<file path="src/rtl/booth_pkg.sv">
// Shared types and constants for the radix-2 Booth multiplier.
package booth_pkg;

  localparam int BOOTH_WIDTH = 8;

  typedef enum logic [1:0] {
    IDLE = 2'd0,
    CALC = 2'd1,
    DONE = 2'd2
  } booth_state_t;

endpackage

</file>
<file path="src/rtl/booth_step.sv">
// One radix-2 Booth iteration: conditional add/sub of M into A, then an
// arithmetic right shift of the concatenation {A,Q,q_1}. Purely combinational.
module booth_step #(
  parameter int WIDTH = 8
) (
  input  logic [WIDTH:0]   a,
  input  logic [WIDTH-1:0] q,
  input  logic             q_1,
  input  logic [WIDTH:0]   m,
  output logic [WIDTH:0]   a_nxt,
  output logic [WIDTH-1:0] q_nxt,
  output logic             q_1_nxt
);

  logic [WIDTH:0] sum;

  // Recode {Q[0],q_1}, apply the add/sub, then shift everything right by one
  // keeping the accumulator sign bit.
  always_comb begin
    sum = a;
    case ({q[0], q_1})
      2'b01:   sum = a + m;
      2'b10:   sum = a - m;
      default: sum = a;
    endcase
    a_nxt   = {sum[WIDTH], sum[WIDTH:1]};
    q_nxt   = {sum[0], q[WIDTH-1:1]};
    q_1_nxt = q[0];
  end

endmodule

</file>
<file path="src/rtl/booth_multiplier.sv">
// Sequential signed multiplier, radix-2 Booth. One step per cycle, product
// available WIDTH cycles after start is sampled in IDLE.
module booth_multiplier
  import booth_pkg::*;
#(
  parameter int WIDTH = BOOTH_WIDTH
) (
  input  logic                      clk,
  input  logic                      reset,
  input  logic                      start,
  input  logic signed [WIDTH-1:0]   num_1,
  input  logic signed [WIDTH-1:0]   num_2,
  output logic                      mult_ready,
  output logic signed [2*WIDTH-1:0] mult
);

  localparam int CNT_W = $clog2(WIDTH + 1);

  booth_state_t   state;
  // One extra accumulator bit keeps -2^(W-1) * -2^(W-1) exact.
  logic [WIDTH:0]   a;
  logic [WIDTH-1:0] q;
  logic             q_1;
  logic [WIDTH:0]   m;
  logic [CNT_W-1:0] count;

  logic [WIDTH:0]   a_nxt;
  logic [WIDTH-1:0] q_nxt;
  logic             q_1_nxt;

  booth_step #(.WIDTH(WIDTH)) u_step (
    .a       (a),
    .q       (q),
    .q_1     (q_1),
    .m       (m),
    .a_nxt   (a_nxt),
    .q_nxt   (q_nxt),
    .q_1_nxt (q_1_nxt)
  );

  assign mult_ready = (state == DONE);

  // Control FSM and datapath registers; reset wins over everything.
  always_ff @(posedge clk) begin
    if (reset) begin
      state <= IDLE;
      a     <= '0;
      q     <= '0;
      q_1   <= 1'b0;
      m     <= '0;
      count <= '0;
      mult  <= '0;
    end else begin
      case (state)
        IDLE: begin
          if (start) begin
            a     <= '0;
            q     <= num_2;
            q_1   <= 1'b0;
            m     <= {num_1[WIDTH-1], num_1};
            count <= CNT_W'(WIDTH);
            state <= CALC;
          end
        end
        CALC: begin
          a     <= a_nxt;
          q     <= q_nxt;
          q_1   <= q_1_nxt;
          count <= count - CNT_W'(1);
          // Last step: the product is the low 2W bits of the shifted {A,Q}.
          if (count == CNT_W'(1)) begin
            mult  <= {a_nxt[WIDTH-1:0], q_nxt};
            state <= DONE;
          end
        end
        DONE: begin
          // A held start must not retrigger; wait for it to drop.
          if (!start) state <= IDLE;
        end
        default: state <= IDLE;
      endcase
    end
  end

endmodule

</file>
<file path="config.mk">
export PLATFORM = sky130hd
export DESIGN_NAME = booth_multiplier
export DESIGN_NICKNAME = d
export VERILOG_FILES = /design/src/rtl/booth_pkg.sv /design/src/rtl/booth_step.sv /design/src/rtl/booth_multiplier.sv
export SDC_FILE = /design/constraint.sdc
export NUM_CORES = 1
export LEC_CHECK = 0
export BUFFER_PORTS_ARGS = -buffer_cell sky130_fd_sc_hd__buf_2
export CORE_ASPECT_RATIO = 1.75
export CORE_MARGIN = 1.5
export CORE_UTILIZATION = 30
export DETAILED_ROUTE_END_ITERATION = 10
export HOLD_SLACK_MARGIN = 0.03
export PLACE_DENSITY = 0.59
export REMOVE_ABC_BUFFERS = 1
export SYNTH_ARGS = -nofsm -noshare
export SYNTH_HDL_FRONTEND = slang
export SYNTH_HIERARCHICAL = 1
export SYNTH_SLANG_ARGS = --single-unit
</file>
<file path="constraint.sdc">
create_clock -name clk -period 2.6 [get_ports clk]
set_input_delay 0.26 -clock clk [delete_from_list [all_inputs] [get_ports clk]]
set_output_delay 0.26 -clock clk [all_outputs]
set_load 0.01 [all_outputs]
</file>
==> results by group, run 1 <==
Setup path
  – Worst reg2reg endpoint: mult[15]
  – Worst Path Class, Setup: reg -> reg
  – Worst EP required: 2.82 ns
  – Crit start category: register
  – Critical path origin: q_1
  – Worst-path fanout max: 6
  – Most prevalent standard cell on the critical path: sky130_fd_sc_hd__ha_4
  – Critical path's slowest cell: sky130_fd_sc_hd__dfxtp_2
  – CP max stage delay: 0.32 ns
  – Worst R2R Setup Slack: between 0.03 and 0.04 ns
  – Data arrival time of the critical path: 2.78 ns
  – Reg2reg path depth: 14
  – Critical-path cell list: inv_1 -> ha_4 -> buf_6 -> a31oi_4 -> xnor2_2 -> ha_4 -> buf_4 -> o21ai_1 -> o21bai_1 -> and4_1 -> nor3_2 -> xor2_1 -> nand4_1 -> a21oi_1
  – Worst R2R Start: q_1
  – CP endpoint kind: register

Logic synthesis
  – Top cells by count, synth: 48 x sky130_fd_sc_hd__a21oi_1, 48 x sky130_fd_sc_hd__dfxtp_1, 34 x sky130_fd_sc_hd__nand2_1
  – Share of synthesized registers carrying an async set or reset: 0%
  – Post-Syn Area per Cell: slightly above 8 µm²
  – Share of the synthesized area in the top cell type: roughly a third
  – Sequential cell area fraction in the yosys report: about a third
  – Number of synthesized flops with an enable pin: 0
  – Number of instances in the synthesized netlist: approximately 340
  – Netlist Area Pre-Place: 2780 µm²
  – Register bit count reported by yosys: between 40 and 50
  – Number of unique standard cell types used by synthesis: 49
  – Post-synthesis cell type with the largest combined area: sky130_fd_sc_hd__dfxtp_1
  – Synth warn: 6
  – Leading post-synthesis cells by cell area: sky130_fd_sc_hd__dfxtp_1 35%, sky130_fd_sc_hd__a21oi_1 8.7%, sky130_fd_sc_hd__ha_1 5.4%, sky130_fd_sc_hd__nand2_1 4.6%, sky130_fd_sc_hd__nand4_1 3.6%
  – Most used flip-flop cell after synthesis: sky130_fd_sc_hd__dfxtp_1

Timing
  – Clock period minus final worst setup slack: 2.56 ns
  – Slew HR: 45.4%
  – Worst Skew: 0.00505 ns
  – Number of hold violations in the final report: 0
  – Fraction of the cycle the final worst path needs: 98.6%
  – Unrepaired setup endpoints after global routing: true
  – Max Clock Freq: 390 MHz
  – Finish-stage setup viols: 0
  – Slew @ Worst Pin: 0.820 ns
  – Number of max-slew violations in the final report: 0

Floorplanning
  – X dimension of the die: 75.7 µm
  – Starting Density: a little under a third
  – Core area: 9040 µm²
  – Ports placed on the boundary: 36
  – Die area: ~9900 µm²
  – Die outline height: 130 µm
  – Num rows: 46

Hold path
  – Worst min path class: in -> reg
  – Worst hold path startpoint: num_1[4]
  – Worst hold path endpoint: m[4]
  – Worst hold stages: 3

Final layout
  – Post-layout net count: 414
  – Antenna fix cells: 0
  – Layout cell share with drive strength beyond 1: 33.2%
  – Area growth from synthesis to final layout: 25.4%
  – Fill cells: slightly above 900
  – Non-filler instance count after layout: roughly 500
  – Share of the core filled with cells: around two fifths

Clock tree
  – Clk_lat worst skew: a little under 0.3 ns
  – Count of clock tree sinks: 48
  – H-tree depth: 2
  – CTS buffer count: 5
  – Clock transition time at the flip-flop clock pins of the worst setup and hold paths: 0.06 ns
  – Root Buffer: sky130_fd_sc_hd__clkbuf_16
  – Maximum clock path buffer count: 2
  – TritonCTS clock tree: built

Power
  – Clk network pwr share: 30.3%
  – Peak ir drop on the vdd network: approximately 0.00053 V
  – Portion of total power attributed to combinational logic: 33.1%
  – Internal Dissipation: approximately 0.0015 W
  – Static leakage power: 1.33 nW
  – Share of power burned in registers: 36.7%
  – Switching Share: 31.3%
  – Total power of the final layout: 0.00222 W
  – Net load switching power: 0.000696 W
  – Total power divided by cell area: 637 nW/µm²

Detailed routing
  – Average wire length per cell after detail routing: 14.4 µm
  – Total via count after detailed routing: approximately 2600
  – Final wirelength: 7210 µm
  – Per-cell via count in the routed design: 5.14
  – Antenna Violating Nets Remaining: 0
  – Number of detailed-route iterations in the first pass: 4
  – Count of unresolved DRC violations after routing: 0
  – Initial detailed-routing violation count: 169

Global routing
  – Met3 GRT Util: under 10%
  – Vias in the first global route: 2395
  – Maximum number of pins on one net before global-route repair: 38
  – Number of antenna violations at the first check in global routing: 0
  – GR met2 Demand/Resource: 28.5%
  – GRT busiest layer: met2
  – Overall Global Routing Usage: 15.3%
  – Wire length of the first global-routing pass: between 10000 and 15000 µm
  – Met1 demand-to-capacity share in global routing: 17.4%
  – Grt total ovfl: 0

Placement
  – Placer's final routability congestion estimate: 0.888
  – Cell count after placement: a little under 500
  – Number of buffer cells added on primary ports: 35
  – Detail Placement HPWL: 5170 µm

Flow run
  – Maximum capacitance violations: 0

Run status
  – Outcome: completed
[metrics by stage]
step                      setup slack, ns  hold WS (ns)  setup TNS (ns)  instance area, µm²
after global placement            -0.0956         0.451          -0.183                3140
after detailed placement           -0.134         0.450          -0.327                3140
after floorplan                     0.121         0.329               0                2580
after global routing               -0.108         0.214          -0.297                3480
final                              0.0356         0.210               0                3480
after CTS                         0.00466         0.202               0                3320
[power by group through the flow]
stage	combinational [W]	sequential [W]	clock [W]
floorplan	0.000395	0.000828	0
global placement	0.000637	0.000825	0
detailed placement	0.000641	0.000826	0
CTS	0.000665	0.000811	0.000685
global route	0.000805	0.000819	0.000709
finish	0.000734	0.000814	0.000672
[cell type report]
cell class,instances,area [µm²],area share (%)
inverter,9,33.8,0.970
multi-input combinational,251,1750,50.3
clock buffer,7,153,4.38
tap,120,150,4.31
timing repair buffer,67,432,12.4
sequential,48,963,27.7
[state kept, by name, indices dropped and copies added, names as in the netlist]
| name | flops |
|---|---|
| mult | 16 |
| a | 9 |
| m | 8 |
| q | 8 |
| count | 4 |
| state | 2 |
| q_1 | 1 |
[how the worst max path moves through the flow]
stage | endpoint | slack (ns)
6_report | mult[15] | 0.04
3_3_place_gp | mult[15] | -0.1
4_1_cts | mult[15] | 0.005
2_1_floorplan | mult[15] | 0.12
5_1_grt | mult[15] | -0.11
3_5_place_dp | mult[15] | -0.13
[cells by family (layout without fill, tap and decap cells)]
logic type               Yosys count  count (layout)  share of synthesized area (%)
AO/OA/AOI/OAI                     95              95                           20.9
XOR/XNOR                          10              10                           3.15
adder cells (fa/ha/maj)           13              13                           6.13
buffers and inverters             44              83                           8.25
flip-flops                        48              48                           34.6
multiplexers                       4               4                           1.53
AND/OR/NAND/NOR                  129             129                           25.5
[metal layers]
layer / vias up / share of wire, %
met5: - / 0
met4: 0 / 1.9
met3: 11 / 2.2
met2: 40 / 56
met1: 1239 / 39
li1: 1291 / -
[critical path, delay by kind of cell (launching register included)]
kind	cells	cell delay (ns)
buf+inv	3	0.32
fa+ha+maj	2	0.38
flops	1	0.32
simple gates	3	0.54
compound gates	4	0.55
xor+xnor	2	0.37
[repair_timing]
action,in CTS,in global routing
endpoints found under the setup margin,5,10
gates resized for setup,9,30
buffers inserted,0,3
pin swaps,5,25
hold buffers,0,0
[cells in the final DEF, fill, tap and decap left out, drive strengths merged, types with 3 or more instances in the layout]
cell type  instances
inv                9
o21ai             24
o31ai              3
buf               67
dfxtp             48
a21oi             49
xor2               3
nor2              17
ha                12
nand3             12
nand4             16
nor3              14
nand2b            12
nand2             34
nor2b              5
xnor2              7
clkbuf             7
or3b              11
a211oi             3
Power figures use the tool's default switching activity.
==> run 2: changes to the inputs <==
--- a/config.mk
+++ b/config.mk
@@ -15,5 +15,4 @@
 export REMOVE_ABC_BUFFERS = 1
 export SYNTH_ARGS = -nofsm -noshare
 export SYNTH_HDL_FRONTEND = slang
-export SYNTH_HIERARCHICAL = 1
 export SYNTH_SLANG_ARGS = --single-unit
==> results by group, run 2 <==
Final layout
  – Register bank with the most flops: mult
  – Area growth from synthesis to final layout: 27.4%
  – Fill cells: between 700 and 800
  – Antenna fix cells: 0
  – Leading cell type in the layout, fill and taps excluded: sky130_fd_sc_hd__nand2_1
  – Layout cell share with drive strength beyond 1: 25.9%
  – Number of flip-flops under the largest register name: 16
  – Share of the core filled with cells: 40.0%
  – Post-layout net count: 379
  – Most frequent cells in the layout: 57 x sky130_fd_sc_hd__nand2_1, 41 x sky130_fd_sc_hd__a21oi_1, 41 x sky130_fd_sc_hd__dfxtp_1, 35 x sky130_fd_sc_hd__buf_2, 24 x sky130_fd_sc_hd__nor2_1
  – Non-filler instance count after layout: 436

Global routing
  – Number of antenna violations at the first check in global routing: 0
  – Vias in the first global route: 2277
  – Wire length of the first global-routing pass: 10300 µm
  – Maximum number of pins on one net before global-route repair: 42
  – Grt total ovfl: 0
  – Overall Global Routing Usage: between 10% and 20%

Setup path
  – Worst-path fanout max: 4
  – Data arrival time of the critical path: 2.83 ns
  – Worst Path Class, Setup: reg -> reg
  – Worst EP required: roughly 2.8 ns
  – Crit start category: register
  – CP endpoint kind: register

Floorplanning
  – Num rows: 42
  – Core area: 7620 µm²
  – Starting Density: around a third
  – X dimension of the die: 70.5 µm
  – Die outline height: approximately 120 µm
  – Ports placed on the boundary: 36
  – Die area: 8530 µm²

Timing
  – Slew @ Worst Pin: roughly 0.75 ns
  – Clock period minus final worst setup slack: 2.58 ns
  – Number of max-slew violations in the final report: 0
  – Worst Skew: 0.00505 ns
  – Slew HR: 49.9%
  – Fraction of the cycle the final worst path needs: 99.4%
  – Max Clock Freq: 387 MHz
  – Unrepaired setup endpoints after global routing: true
  – Number of hold violations in the final report: 0
  – Setup Total Neg Slack: 0 ns
  – Finish-stage setup viols: 0

Logic synthesis
  – Number of instances in the synthesized netlist: 299
  – Leading post-synthesis cells by cell area: sky130_fd_sc_hd__dfxtp_1 39%, sky130_fd_sc_hd__a21oi_1 9.0%, sky130_fd_sc_hd__nand2_1 9.0%, sky130_fd_sc_hd__ha_1 6.3%, sky130_fd_sc_hd__nor2_1 3.9%
  – Synth warn: 0
  – Post-Syn Area per Cell: 7.99 µm²
  – Share of the synthesized area in the top cell type: around two fifths
  – Sequential cell area fraction in the yosys report: 39.4%
  – Number of synthesized flops with an enable pin: 0
  – Post-synthesis cell type with the largest combined area: sky130_fd_sc_hd__dfxtp_1
  – Most common cell in the synthesized netlist: sky130_fd_sc_hd__nand2_1
  – Netlist Area Pre-Place: 2390 µm²
  – Number of unique standard cell types used by synthesis: 45
  – Share of synthesized registers carrying an async set or reset: 0%
  – Register bit count reported by yosys: 47
  – Top cells by count, synth: 57 x sky130_fd_sc_hd__nand2_1, 47 x sky130_fd_sc_hd__dfxtp_1, 43 x sky130_fd_sc_hd__a21oi_1
  – Most used flip-flop cell after synthesis: sky130_fd_sc_hd__dfxtp_1

Detailed routing
  – Average wire length per cell after detail routing: around 14 µm
  – Antenna Violating Nets Remaining: 0
  – Total via count after detailed routing: 2259
  – Count of unresolved DRC violations after routing: 0
  – Final wirelength: 6150 µm
  – Initial detailed-routing violation count: 147
  – Per-cell via count in the routed design: 5.18
  – Number of detailed-route iterations in the first pass: 4

Power
  – Net load switching power: 0.000607 W
  – Peak ir drop on the vdd network: 0.000419 V
  – Clk network pwr share: 39.1%
  – Total power divided by cell area: between 700 and 800 nW/µm²
  – Portion of total power attributed to combinational logic: 24.4%
  – Share of power burned in registers: 36.5%
  – Switching Share: 27.9%
  – Total power of the final layout: 0.00217 W
  – Static leakage power: around 1.2 nW
  – Internal Dissipation: 0.00157 W

Placement
  – Number of buffer cells added on primary ports: 35
  – Cell count after placement: 427
  – Detail Placement HPWL: about 4400 µm
  – Placer's final routability congestion estimate: 0.917

Clock tree
  – Root Buffer: sky130_fd_sc_hd__clkbuf_16
  – Maximum clock path buffer count: 2
  – Clock transition time at the flip-flop clock pins of the worst setup and hold paths: roughly 0.07 ns
  – Hold bufs inserted after CTS: 0
  – TritonCTS clock tree: built
  – Clk_lat worst skew: 0.29 ns
  – H-tree depth: 2
  – CTS buffer count: 5
  – Count of clock tree sinks: 47

Flow run
  – Maximum capacitance violations: 0

Hold path
  – Worst min path class: in -> reg

Run status
  – Outcome: completed
run 2: cells by family after synthesis:
family / Yosys count / share of synthesized area [%]
adder cells (fa/ha/maj): 13 / 7.12
XOR/XNOR: 10 / 3.67
buffers and inverters: 25 / 4.29
AO/OA/AOI/OAI: 83 / 21.4
multiplexers: 4 / 1.68
flip-flops: 47 / 39.4
AND/OR/NAND/NOR: 117 / 22.5
run 2: power groups by stage:
stage                     sequential [W]  clock (W)  combinational, W
after floorplan                 0.000802          0          0.000309
after global routing            0.000799   0.000897          0.000590
final                           0.000793   0.000850          0.000530
after detailed placement        0.000807          0          0.000494
after global placement          0.000806          0          0.000490
after CTS                       0.000790   0.000868          0.000503
run 2: metrics by stage:
stage | cell area, µm² | worst slack [ns] | hold slack (ns)
after floorplan | 2320 | -0.0889 | 0.329
after global placement | 2770 | -0.0545 | 0.443
after detailed placement | 2770 | -0.0828 | 0.443
after CTS | 2980 | 0.00791 | 0.194
after global routing | 3050 | -0.0738 | 0.206
final | 3050 | 0.0159 | 0.198
run 2: critical path: stages, from the launching register on:
cell and delay (ns):
sky130_fd_sc_hd__dfxtp_2 0.32, sky130_fd_sc_hd__buf_4 0.14, sky130_fd_sc_hd__nor3_1 0.23, sky130_fd_sc_hd__a21oi_1 0.12
sky130_fd_sc_hd__xnor2_1 0.14, sky130_fd_sc_hd__ha_1 0.35, sky130_fd_sc_hd__a21o_2 0.23, sky130_fd_sc_hd__or4_4 0.52
sky130_fd_sc_hd__a2111o_1 0.40, sky130_fd_sc_hd__nand3_2 0.08
run 2: worst paths after layout:
check	startpoint	to	slack [ns]	depth (start not counted)
setup reg to reg	m[0]	a[7]	0.02	9
setup / recovery	m[0]	a[7]	0.02	9
hold reg to reg	mult[4]	mult[4]	0.45	2
hold / removal	num_1[4]	m[4]	0.20	3
run 2: area by class of cell:
class	instances	area (µm²)	share of cell area, %
clock inverters	3	71.3	2.34
inverters	8	30.0	0.986
clock buffers	5	125	4.11
flip-flops and latches	47	948	31.1
repair buffers	58	352	11.5
multi-input cells	227	1410	46.3
well taps	88	110	3.62
run 2: repair_timing:
item | CTS | global route
pin swaps | 1 | 14
buffers inserted | 0 | 1
gates resized for setup | 4 | 20
setup endpoints to repair | 3 | 8
run 2: routing by layer:
metal	share of wire, %	up-vias	track usage [%]	wire [µm]
met2	56	39	28.9	3420
met1	38	1061	14.5	2350
met4	3.5	0	9.38	218
met5	0	-	0	0
li1	-	1142	-	-
met3	2.5	17	3.16	156
==> run 3: changes to the inputs <==
--- a/config.mk
+++ b/config.mk
@@ -12,6 +12,7 @@
 export DETAILED_ROUTE_END_ITERATION = 10
 export HOLD_SLACK_MARGIN = 0.03
 export PLACE_DENSITY = 0.59
+export RECOVER_POWER = 50
 export REMOVE_ABC_BUFFERS = 1
 export SYNTH_ARGS = -nofsm -noshare
 export SYNTH_HDL_FRONTEND = slang
==> results by group, run 3 (synthesis results as in run 2) <==
Run status
  – Outcome: completed

Detailed routing
  – Total via count after detailed routing: ~2300
  – Per-cell via count in the routed design: roughly 5.2
  – Average wire length per cell after detail routing: 14.1 µm
  – Number of detailed-route iterations in the first pass: 4
  – Count of unresolved DRC violations after routing: 0
  – Final wirelength: 6130 µm
  – Antenna Violating Nets Remaining: 0
  – Initial detailed-routing violation count: 153

Clock tree
  – Count of clock tree sinks: 47
  – Maximum clock path buffer count: 2
  – Clk_lat worst skew: 0.29 ns
  – TritonCTS clock tree: built
  – Hold bufs inserted after CTS: 0
  – Clock transition time at the flip-flop clock pins of the worst setup and hold paths: 0.07 ns
  – H-tree depth: 2
  – Root Buffer: sky130_fd_sc_hd__clkbuf_16
  – CTS buffer count: 5

Setup path
  – Worst-path fanout max: 4
  – Data arrival time of the critical path: roughly 2.8 ns
  – Worst R2R Setup Slack: 0.01 ns
  – Worst R2R Start: m[0]
  – Worst EP required: 2.84 ns
  – Reg2reg path depth: 9
  – CP endpoint kind: register
  – Crit start category: register
  – Worst Path Class, Setup: reg -> reg
  – Worst reg2reg endpoint: a[7]

Timing
  – Post-layout worst setup margin: ~0.014 ns
  – Slew HR: 49.6%
  – Unrepaired setup endpoints after global routing: true
  – Slew @ Worst Pin: around 0.75 ns
  – Worst Skew: 0.00517 ns
  – Max Clock Freq: 387 MHz
  – Finish-stage setup viols: 0
  – Fraction of the cycle the final worst path needs: 99.5%
  – Number of hold violations in the final report: 0
  – Clock period minus final worst setup slack: 2.59 ns
  – Number of max-slew violations in the final report: 0

Power
  – Total power divided by cell area: 718 nW/µm²
  – Share of power burned in registers: between 30 and 40%
  – Internal Dissipation: 0.00156 W
  – Static leakage power: 1.16 nW
  – Peak ir drop on the vdd network: 0.000417 V
  – Switching Share: 27.9%
  – Clk network pwr share: 39.1%
  – Total power of the final layout: 0.00217 W
  – Portion of total power attributed to combinational logic: 24.3%
  – Net load switching power: ~0.00060 W

Floorplanning
  – Starting Density: 31.4%
  – Die outline height: 121 µm
  – Core area: 7620 µm²
  – Die area: 8530 µm²
  – Num rows: 42
  – X dimension of the die: 70.5 µm
  – Ports placed on the boundary: 36

Placement
  – Cell area reported after detailed placement: around 2800 µm²
  – Detail Placement HPWL: 4360 µm
  – Pre-CTS setup slack: -0.0828 ns
  – Placer's final routability congestion estimate: 0.917
  – Number of buffer cells added on primary ports: 35

Global routing
  – Grt total ovfl: 0
  – Maximum number of pins on one net before global-route repair: 42
  – Overall Global Routing Usage: 15.2%
  – Number of antenna violations at the first check in global routing: 0
  – Wire length of the first global-routing pass: 10300 µm
  – Vias in the first global route: about 2300

Final layout
  – Post-layout net count: 379
  – Number of flip-flops under the largest register name: 16
  – Layout cell share with drive strength beyond 1: 20.4%
  – Finished layout cell area: 3020 µm²
  – Leading cell type in the layout, fill and taps excluded: sky130_fd_sc_hd__nand2_1
  – Register bank with the most flops: mult
  – Area growth from synthesis to final layout: 26.3%
  – Share of the core filled with cells: approximately two fifths
  – Most frequent cells in the layout: 57 x sky130_fd_sc_hd__nand2_1, 41 x sky130_fd_sc_hd__a21oi_1, 41 x sky130_fd_sc_hd__dfxtp_1, 25 x sky130_fd_sc_hd__nor2_1, 21 x sky130_fd_sc_hd__buf_4
  – Antenna fix cells: 0

Hold path
  – Worst hold stages: 3
  – Worst hold path startpoint: num_1[4]
  – Worst hold path endpoint: m[4]
  – Worst min path class: in -> reg

Flow run
  – Maximum capacitance violations: 0
run 3: metal layers:
layer,global-route usage [%],vias up,part of all wire [%]
li1,-,1139,-
met3,3.16,17,3.4
met1,14.5,1051,37
met2,28.9,44,55
met5,0,-,0
met4,9.38,0,4.1
run 3: through the flow:
| stage | setup TNS, ns | hold slack [ns] | std cells |
|---|---|---|---|
| after floorplan | -0.0889 | 0.329 | 282 |
| after global placement | -0.0819 | 0.443 | 427 |
| after detailed placement | -0.123 | 0.443 | 427 |
| after CTS | 0 | 0.194 | 435 |
| after global routing | -0.148 | 0.206 | 436 |
| final | 0 | 0.198 | 436 |
run 3: timing repair:
| action | 4_1_cts | 5_1_grt |
|---|---|---|
| setup buffers | 0 | 1 |
| pin swaps | 1 | 14 |
| setup endpoints to repair | 3 | 8 |
| gates resized for setup | 4 | 20 |
run 3: worst max-delay path: stages (launching register included):
cell and delay, ns:
sky130_fd_sc_hd__dfxtp_2 0.32, sky130_fd_sc_hd__buf_4 0.14, sky130_fd_sc_hd__nor3_1 0.23, sky130_fd_sc_hd__a21oi_1 0.12
sky130_fd_sc_hd__xnor2_1 0.14, sky130_fd_sc_hd__ha_1 0.35, sky130_fd_sc_hd__a21o_2 0.23, sky130_fd_sc_hd__or4_4 0.52
sky130_fd_sc_hd__a2111o_1 0.40, sky130_fd_sc_hd__nand3_2 0.08
run 3: area by class of cell:
| class | instances | area, µm² |
|---|---|---|
| fill | 796 | 4600 |
| multi-input combinational | 227 | 1410 |
| sequential | 47 | 948 |
| timing repair buffer | 58 | 327 |
| clock buffer | 5 | 125 |
| tap | 88 | 110 |
| clock inverter | 3 | 71.3 |
| inverter | 8 | 30.0 |
run 3: power by group through the flow:
stage               Sequential [W]  Combinational, W  Clock (W)
floorplan                 0.000802          0.000309          0
global placement          0.000806          0.000490          0
detailed placement        0.000807          0.000494          0
CTS                       0.000790          0.000503   0.000868
global route              0.000800          0.000587   0.000897
finish                    0.000793          0.000527   0.000848
run 3: how the worst max path moves through the flow:
stage	to	startpoint	cells past startpoint
final	a[7]	m[0]	9
after global routing	a[7]	m[0]	11
after CTS	mult[15]	m[0]	12
after detailed placement	a[7]	q_1	10
after global placement	a[7]	q_1	10
after floorplan	a[7]	m[0]	11
